[config.mk]
export PLATFORM = sky130hd
export DESIGN_NAME = uart_rx_fifo
export DESIGN_NICKNAME = d
export VERILOG_FILES = /design/src/rtl/uart_rx_fifo.sv
export SDC_FILE = /design/constraint.sdc
export NUM_CORES = 1
export LEC_CHECK = 0
export BUFFER_PORTS_ARGS = -buffer_cell sky130_fd_sc_hd__buf_2
export CAP_MARGIN = 20
export CORE_MARGIN = 5
export CORE_UTILIZATION = 41
export CTS_CLUSTER_SIZE = 14
export DETAILED_ROUTE_END_ITERATION = 7
export PLACE_DENSITY_LB_ADDON = 0.12
export SYNTH_ARGS = -nofsm -noshare
export SYNTH_HDL_FRONTEND = slang
export SYNTH_SLANG_ARGS = --single-unit
[constraint.sdc]
create_clock -name clk -period 2.85 [get_ports clk]
set_clock_uncertainty 0.15 [all_clocks]
set_input_delay 0.4275 -clock clk [delete_from_list [all_inputs] [get_ports clk]]
set_output_delay 0.4275 -clock clk [all_outputs]
set_load 0.01 [all_outputs]
[src/rtl/uart_rx_fifo.sv]
// uart_rx_fifo: receive-side byte buffer between the UART receiver and the CPU.
// Each byte the receiver flags as valid is pushed into a circular buffer. The CPU
// pops bytes with a one-cycle read latency. Level, full/empty and sticky-overflow
// status are available for polling.
module uart_rx_fifo #(
   parameter int DEPTH  = 16,
   parameter int ADDR_W = 4
) (
   input  logic              clk,
   input  logic              rst_n,
   input  logic              wr_en,
   input  logic [31:0]       wr_data,
   input  logic              rd_en,
   input  logic              clr,
   output logic [31:0]       rd_data,
   output logic              rd_valid,
   output logic              empty,
   output logic              full,
   output logic [ADDR_W:0]   count,
   output logic              overflow
);

   localparam logic [ADDR_W:0]   CNT_ONE  = 1;
   localparam logic [ADDR_W:0]   CNT_FULL = DEPTH[ADDR_W:0];
   localparam logic [ADDR_W-1:0] PTR_ONE  = 1;
   localparam logic [31:0]       NO_DATA  = 32'hFFFF_FFFF;

   logic [7:0]        mem_q [DEPTH];
   logic              mem_we;

   logic [ADDR_W-1:0] wr_ptr_q, wr_ptr_d;
   logic [ADDR_W-1:0] rd_ptr_q, rd_ptr_d;
   logic [ADDR_W:0]   count_q, count_d;
   logic              overflow_q, overflow_d;
   logic [31:0]       rd_data_q, rd_data_d;
   logic              rd_valid_q, rd_valid_d;

   logic              do_push, do_pop;
   logic              empty_w, full_w;

   // Only the low byte of the receiver word is stored.
   logic              unused_wr_hi;
   assign unused_wr_hi = ^wr_data[31:8];

   // Status is taken from the registered level, never from the pointers.
   assign empty_w = (count_q == '0);
   assign full_w  = (count_q == CNT_FULL);

   // Next-state logic: clr wins over push/pop; a full buffer still accepts a push
   // when a pop frees a slot in the same cycle.
   always_comb begin
      // NOTE: every output of this block gets a default first so no latch is inferred.
      wr_ptr_d   = wr_ptr_q;
      rd_ptr_d   = rd_ptr_q;
      count_d    = count_q;
      overflow_d = overflow_q;
      rd_data_d  = rd_data_q;
      rd_valid_d = 1'b0;
      do_push    = 1'b0;
      do_pop     = 1'b0;
      mem_we     = 1'b0;

      if (clr) begin
         wr_ptr_d   = '0;
         rd_ptr_d   = '0;
         count_d    = '0;
         overflow_d = 1'b0;
      end else begin
         do_pop  = rd_en && !empty_w;
         do_push = wr_en && (!full_w || rd_en);

         if (wr_en && full_w && !rd_en) begin
            overflow_d = 1'b1;
         end

         if (do_push) begin
            mem_we   = 1'b1;
            wr_ptr_d = wr_ptr_q + PTR_ONE;
         end

         if (do_pop) begin
            rd_data_d  = {24'b0, mem_q[rd_ptr_q]};
            rd_valid_d = 1'b1;
            rd_ptr_d   = rd_ptr_q + PTR_ONE;
         end else if (rd_en) begin
            rd_data_d = NO_DATA;
         end

         case ({do_push, do_pop})
            2'b10:   count_d = count_q + CNT_ONE;
            2'b01:   count_d = count_q - CNT_ONE;
            default: count_d = count_q;
         endcase
      end
   end

   // Control and output registers, cleared asynchronously.
   always_ff @(posedge clk or negedge rst_n) begin
      if (!rst_n) begin
         wr_ptr_q   <= '0;
         rd_ptr_q   <= '0;
         count_q    <= '0;
         overflow_q <= 1'b0;
         rd_data_q  <= '0;
         rd_valid_q <= 1'b0;
      end else begin
         // NOTE: state registers use non-blocking assignments so every flop samples pre-edge values.
         wr_ptr_q   <= wr_ptr_d;
         rd_ptr_q   <= rd_ptr_d;
         count_q    <= count_d;
         overflow_q <= overflow_d;
         rd_data_q  <= rd_data_d;
         rd_valid_q <= rd_valid_d;
      end
   end

   // Byte storage write port.
   always_ff @(posedge clk) begin
      // NOTE: storage has no reset; count and pointers alone decide which entries are live.
      if (mem_we) begin
         mem_q[wr_ptr_q] <= wr_data[7:0];
      end
   end

   assign rd_data  = rd_data_q;
   assign rd_valid = rd_valid_q;
   assign empty    = empty_w;
   assign full     = full_w;
   assign count    = count_q;
   assign overflow = overflow_q;

endmodule

## After elaboration in Yosys (flattened, before gate mapping)

Memories as Yosys holds them, arrays and structs flattened.
Index checks and enable logic that the tools add are counted.

| word-level totals | value |
|---|---|
| bits in writable memories | 128 |
| output and inout bits | 41 |
| input bits | 37 |
| memories | 1 |
| register bits after elaboration | 47 |
| logic and storage cells | 46 |

| cells by class | value |
|---|---|
| eq/ne operators | 3 |
| bitwise logic cells | 1 |
| muxes and demuxes | 16 |
| add/subtract/negate cells | 4 |
| reductions and logical operators | 15 |

Memory list:

| name | words | bits a word | read ports | clocked after memory_dff | write ports | RTL line | RTL |
|---|---|---|---|---|---|---|---|
| mem_q | 16 | 8 | 1 | 0 | 1 | 28 | `logic [7:0] mem_q [DEPTH];` |

Operators by type and width:

| cell | count |
|---|---|
| 32-bit two-way mux | 2 |
| 4-bit two-way mux | 4 |
| 5-bit case mux with 2 select lines | 1 |
| 4-bit by 1-bit adder with 4-bit output (second input constant) | 2 |
| 1-bit two-way mux | 8 |
| 2-bit nonzero test | 4 |
| 5-bit by 1-bit adder with 5-bit output (second input constant) | 1 |
| 5-bit equality test (second input constant) | 1 |
| 5-bit zero test | 1 |
| 5-bit two-way mux | 1 |
| 5-bit by 1-bit subtractor with 5-bit output (second input constant) | 1 |
| 1-bit logical AND | 4 |
| 1-bit zero test | 3 |
| 3-bit nonzero test | 1 |
| 2-bit by 1-bit equality test with 1-bit output (second input constant) | 1 |
| 2-bit equality test (second input constant) | 1 |
| 2-bit AND reduction | 1 |
| 1-bit logical OR | 1 |
| 1-bit inverter | 1 |

## Longest topological paths before layout

Gate-level depths: netlist (run 1).

| depth | value |
|---|---|
| word-level depth | 8 |
| mapped depth | 10 |
| gate-level depth less buffers | 9 |

## Worst setup path before layout (run 1)

Ideal clock, no wire load.

| path | value |
|---|---|
| path type | reg-to-reg |
| start | register count_q[1] (netlist: count[1]) |
| end | register count_q[4] (netlist: count[4]) |
| setup slack | 334 ps |
| clock period less this slack | 2516 ps |
| stages on the path, launching flop included | 10 |
| buffers on the path | 1 |
| required time | 2574 ps |
| library setup time | 126 ps |
| arrival time | 2240 ps |
| path through | dfrtp_1 -> buf_6 -> nor4_2 -> a21oi_1 -> xor2_1 -> ha_1 -> or3_1 -> a21oi_1 -> mux2i_1 -> a221o_1 |

| on the way | value |
|---|---|
| word-level cells in the longest chain between the ends | 7 |
| elaborated cells on any way between the ends | 14 |
| those cells by class | 2 x add/sub; 3 x eq/ne; 2 x mux; 7 x reduce/logical |

Ends and longest elaborated chain:

| what | RTL line | RTL |
|---|---|---|
| from (decl) | 33 | `logic [ADDR_W:0] count_q, count_d;` |
| from (signal assigned) | 110 | `count_q <= count_d;` |
| 5-bit equality test | 47 | `assign full_w = (count_q == CNT_FULL);` |
| 1-bit zero test | 70 | `do_push = wr_en && (!full_w \|\| rd_en);` |
| 1-bit logical OR | 70 |  |
| 1-bit logical AND | 70 |  |
| 2-bit by 1-bit equality test with 1-bit output or 2-bit equality test (tied branches) | 89 | `case ({do_push, do_pop})` |
| 5-bit case mux with 2 select lines | 89 |  |
| 5-bit two-way mux | 63 | `if (clr) begin` |

Several ways; a longest one is shown, not always the timed one.
A chain may end at the register's enable or synchronous reset.

## Worst setup path in the final report (run 1)

Ends and elaborated chain as after synthesis.

==> metrics.txt, run 1 <==
post-synth top area share 58.9%; final setup vio count 0; crit path launch type flop; DRT Wirelength 13800 um; worst r2r path cells 8; Power Density 857 mW/mm2; syn_area_per_cell 15.7 um2; Synth top cells by count edfxtp_1 (128), nor2_1 (36), dfrtp_1 (24), mux2_2 (24), buf_4 (23); DRT antenna net count 0; Slew Viols, Final 0; vias in the first global route 3450; setup TNS 0 ps; fillcell total 1431; worst slew pin tran 1020 ps; CTS tree done; crit share post-route 90.7%; row cnt 46; Die Span Y 136 um; synth top area cells edfxtp_1 (59%), dfrtp_1 (9.2%), mux4_2 (5.5%), mux2_2 (4.1%), mux2i_1 (2.9%); Lkg Pwr 2.64 nW; initial antenna violation count 0; syn_nets 459; DR WL/cell 20.0 um; diodes inserted 0; max frequency 387 MHz; Port Buffers 53; Post-synth EDFFs 128; count leader, synth edfxtp_1; Final Core Density 47.5%; slew margin rel. 31.9%; TritonCTS Sinks 152; Syn Inst Count 415; Post-CTS Setup Repair Bufs 0; clk root buf clkbuf_16; drt first pass iters 4; max cap viols 0; dpl hpwl 9000 um; global-route wire length before repair 21100 um; via count 3468; DRC viols 0; drt initial violations 178; Die X 136 um; CTS Buffer Depth 2; synth unique cells 48; I/O Pins 78; warnings from Yosys 0; share of layout cells above drive strength 1 32.6%; Hold Crit Class input pin to flop; cell taking the most area after synthesis edfxtp_1; H-tree depth 4; DIE AREA 0.0185 mm2; ys async rst share 15.8%; most used flip-flop cell after synthesis edfxtp_1; mapped cell area 0.00652 mm2; sequential area share after synthesis 68.1%; Worst EP required 3000 ps; Worst Path Max Fanout 9; clock-pin transition on the worst setup and hold timing paths 60 ps; pin count of the biggest net entering global routing 52; Critical Path Sink Type flop; starting density of the core 41.4%; # nets final 505; synthesized flop and latch total 152; Worst EP arrival 2730 ps; Remaining Overflow, GRT 0; CTS Buf Count 17; RSZ-0062 raised after global routing no; kind of critical path flop to flop; Final GP Congestion 0.724; Core ar. 0.0158 mm2; final hold vios 0; status completed; Hold Path Cell Cnt 3; clk_lat worst skew 410 ps; Final Critical Period 2580 ps; routed vias/inst 5.03; worst vdd ir 443 uV; P&R area growth vs syn 14.9%; total global-route track usage 15.8%
-- registers in the layout, summed over array words and instances, names as in the netlist --
signal / count
mem_q: 128
count: 5
wr_ptr_q: 4
rd_data: 9
rd_valid: 1
rd_ptr_q: 4
overflow: 1
-- final timing paths --
| check | slack (ps) | to | from |
|---|---|---|---|
| max | 270 | count[4] | count[1] |
| min | 220 | rd_ptr_q[1] | rd_en |
| max reg2reg | 270 | count[4] | count[1] |
| min reg2reg | 350 | overflow | overflow |
| max in group asynchronous | 1730 | rd_ptr_q[1] | rst_n |
| min in group asynchronous | 400 | rd_data[4] | rst_n |
-- critical path: stages, from the launching register on --
cell and delay (ps):
dfrtp_1 470, nor4_2 410, a21oi_1 160, xor2_1 170
ha_1 240, or3_1 320, a21oi_1 150, mux2i_1 110
a221o_1 290
-- layer usage --
metal	track usage (%)	vias to the layer above	part of all wire, %
li1	-	1656	-
met1	23.0	1747	46
met2	23.9	54	48
met3	4.07	11	4.1
met4	4.20	0	0.98
met5	0	-	0
-- per-stage QoR --
step | hold WS [ps] | setup slack [ps] | instance area (um2) | instances | total power [mW]
final | 223 | 265 | 7500 | 689 | 6.42
after global routing | 213 | 25.7 | 7500 | 689 | 6.77
after CTS | 208 | 252 | 7500 | 689 | 6.51
after detailed placement | 311 | 269 | 6940 | 657 | 4.45
after global placement | 303 | 278 | 6940 | 657 | 4.43
after floorplan | -18.1 | 334 | 6520 | 415 | 4.03
-- layout make-up --
cell class	count	area, um2	area share [%]
Timing Repair Buffer	72	435	5.81
Clock buffer	22	464	6.19
Inverter	5	18.8	0.250
Sequential cell	152	4450	59.3
Clock inverter	9	77.6	1.03
Tap cell	216	270	3.61
Multi-Input combinational cell	213	1780	23.8
-- placed cells by master (no fill, tap or decap), drive strengths merged, types with 7 or more instances in the layout --
cell      n
nand2    15
ha        7
nor2     36
buf      71
mux2i    19
nor3     11
mux4     16
mux2     24
clkbuf   22
a21oi    20
dfrtp    24
edfxtp  128
-- repair_timing --
action	CTS	global route
endpoints found under the hold margin	24	0
gates resized for setup	0	0
hold buffers	1	0
-- cell families (layout without fill, tap and decap cells) --
kind of cell,Yosys count,in the layout,share of synthesized area (%)
buffers and inverters,50,108,4.51
AOI/OAI and AO/OA,49,49,5.31
DFF,152,152,68.1
xor gates and xnor gates,8,8,1.07
muxes,59,59,12.6
and+or+nand+nor,90,90,7.04
adders and majority gates,7,7,1.34
-- where the power goes --
| group | internal (mW) | switching [mW] | total (mW) |
|---|---|---|---|
| clock | 1.23 | 0.821 | 2.05 |
| combinational | 0.760 | 0.920 | 1.68 |
| sequential | 2.55 | 0.141 | 2.69 |
| total | 4.54 | 1.88 | 6.42 |
(Power assumes the default switching activity.)
==> run 2, diff against run 1 <==
--- a/config.mk
+++ b/config.mk
@@ -7,2 +7,3 @@
 export LEC_CHECK = 0
+export ABC_AREA = 1
 export BUFFER_PORTS_ARGS = -buffer_cell sky130_fd_sc_hd__buf_2
@@ -14,2 +15,3 @@
 export PLACE_DENSITY_LB_ADDON = 0.12
+export SKIP_CTS_REPAIR_TIMING = 1
 export SYNTH_ARGS = -nofsm -noshare
==> constraint.sdc (replaced) <==
create_clock -name clk -period 2.85 [get_ports clk]
set_clock_uncertainty 0.15 [all_clocks]
set_input_delay 0.7125 -clock clk [delete_from_list [all_inputs] [get_ports clk]]
set_output_delay 0.7125 -clock clk [all_outputs]
set_load 0.01 [all_outputs]
==> run 2 against run 1 <==
Net effect:
- critical path depth fell by 4
- sequential share of layout area fell by 1.0 points
- worst setup slack improved by 320 ps
- synthesized area rose by 2.0%
- final area rose by 1.8%
- first-iteration DRC count rose by 47%
- register-to-register slack improved by 500 ps
- largest cell class unchanged
==> metrics.txt, run 2 <==
status completed (unchanged); final hold vios 0 (unchanged); Port Buffers 53 (unchanged); commonest cells after routing, fill and taps aside edfxtp_1 (128), nor2_1 (104), o21ai_0 (69) (was edfxtp_1 (128), buf_2 (53), nor2_1 (36)); synthesized flop and latch total 152 (unchanged); Tot Pwr 6.71 mW (was 6.42 mW); sequential power share 40.0% (was 41.8%); Worst Path Max Fanout 7 (was 9); Die Span Y 137 um (was 136 um); clock-pin transition on the worst setup and hold timing paths 60 ps (about the same); crit share post-route 79.5% (was 90.7%); largest reg by FF count mem_q (unchanged); post-synth top area share 57.8% (was 58.9%); CP Cell Sequence nor2_2 > nand2_2 > nor2_4 > buf_2 (was nor4_2 > a21oi_1 > xor2_1 > ha_1 > or3_1 > a21oi_1 > mux2i_1 > a221o_1); starting density of the core 41.9% (was 41.4%); DR WL/cell 18.1 um (was 20.0 um); clk_lat worst skew 410 ps (about the same); pre-CTS setup slack 548 ps (was 269 ps); syn_area_per_cell 11.6 um2 (was 15.7 um2); dpl hpwl 9840 um (was 9000 um); via count 4297 (was 3468); DRC viols 0 (unchanged); worst r2r src rd_ptr_q[2] (was count[1]); Final Critical Period 2270 ps (was 2580 ps); clk root buf clkbuf_16 (unchanged); initial antenna violation count 0 (unchanged); Non-Filler Instances 850 (was 689); clock power share 32.4% (was 32.0%); I/O Pins 78 (unchanged); Syn Inst Count 575 (was 415); Final Core Density 48.0% (was 47.5%); mapped cell area 0.00665 mm2 (was 0.00652 mm2); Lkg Pwr 2.82 nW (was 2.64 nW); commonest non-fill, non-tap cell in the layout edfxtp_1 (unchanged); total global-route track usage 17.3% (was 15.8%); DRT Wirelength 15300 um (was 13800 um); Hold Crit Class input pin to asynchronous set/reset pin (was input pin to flop); CTS Buffer Depth 2 (unchanged); Worst Slack Setup Final 584 ps (was 265 ps); row cnt 46 (unchanged); vias in the first global route 4254 (was 3450); Worst EP arrival 1400 ps (was 2730 ps); kind of critical path flop to output pin (was flop to flop); Worst path slowest cell dfrtp_1 (unchanged); worst slew pin tran 590 ps (was 1020 ps); Die X 137 um (was 136 um); syn_nets 619 (was 459); CTS tree done (unchanged); count leader, synth edfxtp_1 (unchanged); H-tree depth 4 (unchanged); synth unique cells 29 (was 48); Final GP Congestion 0.811 (was 0.724); drt initial violations 262 (was 178); setup TNS 0 ps (unchanged); Critical Path Sink Type output pin (was flop); CP peak stage delay 460 ps (was 470 ps); crit path buf inv count 1 (was 0); Synth top cells by count edfxtp_1 (128), nor2_1 (104), o21ai_0 (69), nand2_1 (43) (was edfxtp_1 (128), nor2_1 (36), dfrtp_1 (24), mux2_2 (24), buf_4 (23)); routed vias/inst 5.06 (was 5.03); slew margin rel. 60.6% (was 31.9%); CTS Buf Count 17 (unchanged); global-route wire length before repair 23900 um (was 21100 um); diodes inserted 0 (unchanged); ys async rst share 15.8% (unchanged); drt first pass iters 5 (was 4); P&R area growth vs syn 14.7% (was 14.9%); most used flip-flop cell after synthesis edfxtp_1 (unchanged); pin count of the biggest net entering global routing 62 (was 52); cell taking the most area after synthesis edfxtp_1 (unchanged); Worst EP required 1990 ps (was 3000 ps); crit path launch type flop (unchanged); cell area after layout 0.00763 mm2 (was 0.00750 mm2); Post-synth EDFFs 128 (unchanged); Placement Cell Area 0.00706 mm2 (was 0.00694 mm2); sequential area share after synthesis 66.8% (was 68.1%); max cap viols 0 (unchanged); final setup vio count 0 (unchanged); Comb pwr share 27.6% (was 26.2%); DRT antenna net count 0 (unchanged); max FFs per register 128 (unchanged); TritonCTS Sinks 152 (unchanged); Core ar. 0.0159 mm2 (was 0.0158 mm2); # nets final 665 (was 505); worst vdd ir 661 uV (was 443 uV); hold slack 143 ps (was 223 ps); Inst Count DP 818 (was 657); DIE AREA 0.0189 mm2 (was 0.0185 mm2); max frequency 441 MHz (was 387 MHz); Cell Int Power 4.55 mW (was 4.54 mW); P_sw 2.16 mW (was 1.88 mW); crit path from count[2] (was count[1]); Slew Viols, Final 0 (unchanged); Power Density 879 mW/mm2 (was 857 mW/mm2); Remaining Overflow, GRT 0 (unchanged); Sw Ratio 32.2% (was 29.3%); CP top delay family flip-flops (was simple AND/OR/NAND/NOR gates); synth top area cells edfxtp_1 (58%), dfrtp_1 (9.0%), nor2_1 (5.9%), o21ai_0 (5.2%), buf_4 (3.2%) (was edfxtp_1 (59%), dfrtp_1 (9.2%), mux4_2 (5.5%), mux2_2 (4.1%), mux2i_1 (2.9%)); warnings from Yosys 0 (unchanged); share of layout cells above drive strength 1 20.7% (was 32.6%); RSZ-0062 raised after global routing no (unchanged)
## run 2: power groups by stage
stage,Sequential (mW),Combinational (mW),Clock [mW]
2_1_floorplan,2.75,1.42,0
3_3_place_gp,2.72,1.86,0
3_5_place_dp,2.73,1.88,0
4_1_cts,2.68,1.89,2.22
5_1_grt,2.71,2.07,2.32
6_report,2.68,1.85,2.17
## run 2: worst paths after layout
| path | slack [ps] | to | cells after the start |
|---|---|---|---|
| max | 580 | full | 4 |
| min | 140 | count[0] | 1 |
| max reg2reg | 770 | rd_data[6] | 6 |
| min reg2reg | 340 | rd_data[6] | 2 |
| max in group asynchronous | 1990 | rd_ptr_q[0] | 1 |
| min in group clk | 340 | rd_data[6] | 2 |
## run 2: area by class of cell
class                      instances  area (um2)
sequential                       152        4450
multi-input combinational        337        1750
inverter                          36         135
tap                              216         270
timing repair buffer              77         458
clock inverter                    12         133
clock buffer                      20         437
fill                            1479        8260
## run 2: kinds of logic after synthesis
kind of cell,Yosys count,share of synthesized area (%)
AO/OA/AOI/OAI,119,10.6
XOR/XNOR,2,0.263
adder cells (fa/ha/maj),7,1.32
buffers and inverters,86,6.88
flip-flops,152,66.8
AND/OR/NAND/NOR,209,14.1
## run 2: routing by layer
metal | part of all wire (%) | track usage [%] | up-vias
li1 | - | - | 2099
met3 | 3.7 | 3.43 | 13
met5 | 0 | 0 | -
met2 | 51 | 29.2 | 73
met4 | 1.3 | 5.76 | 0
met1 | 44 | 22.3 | 2112
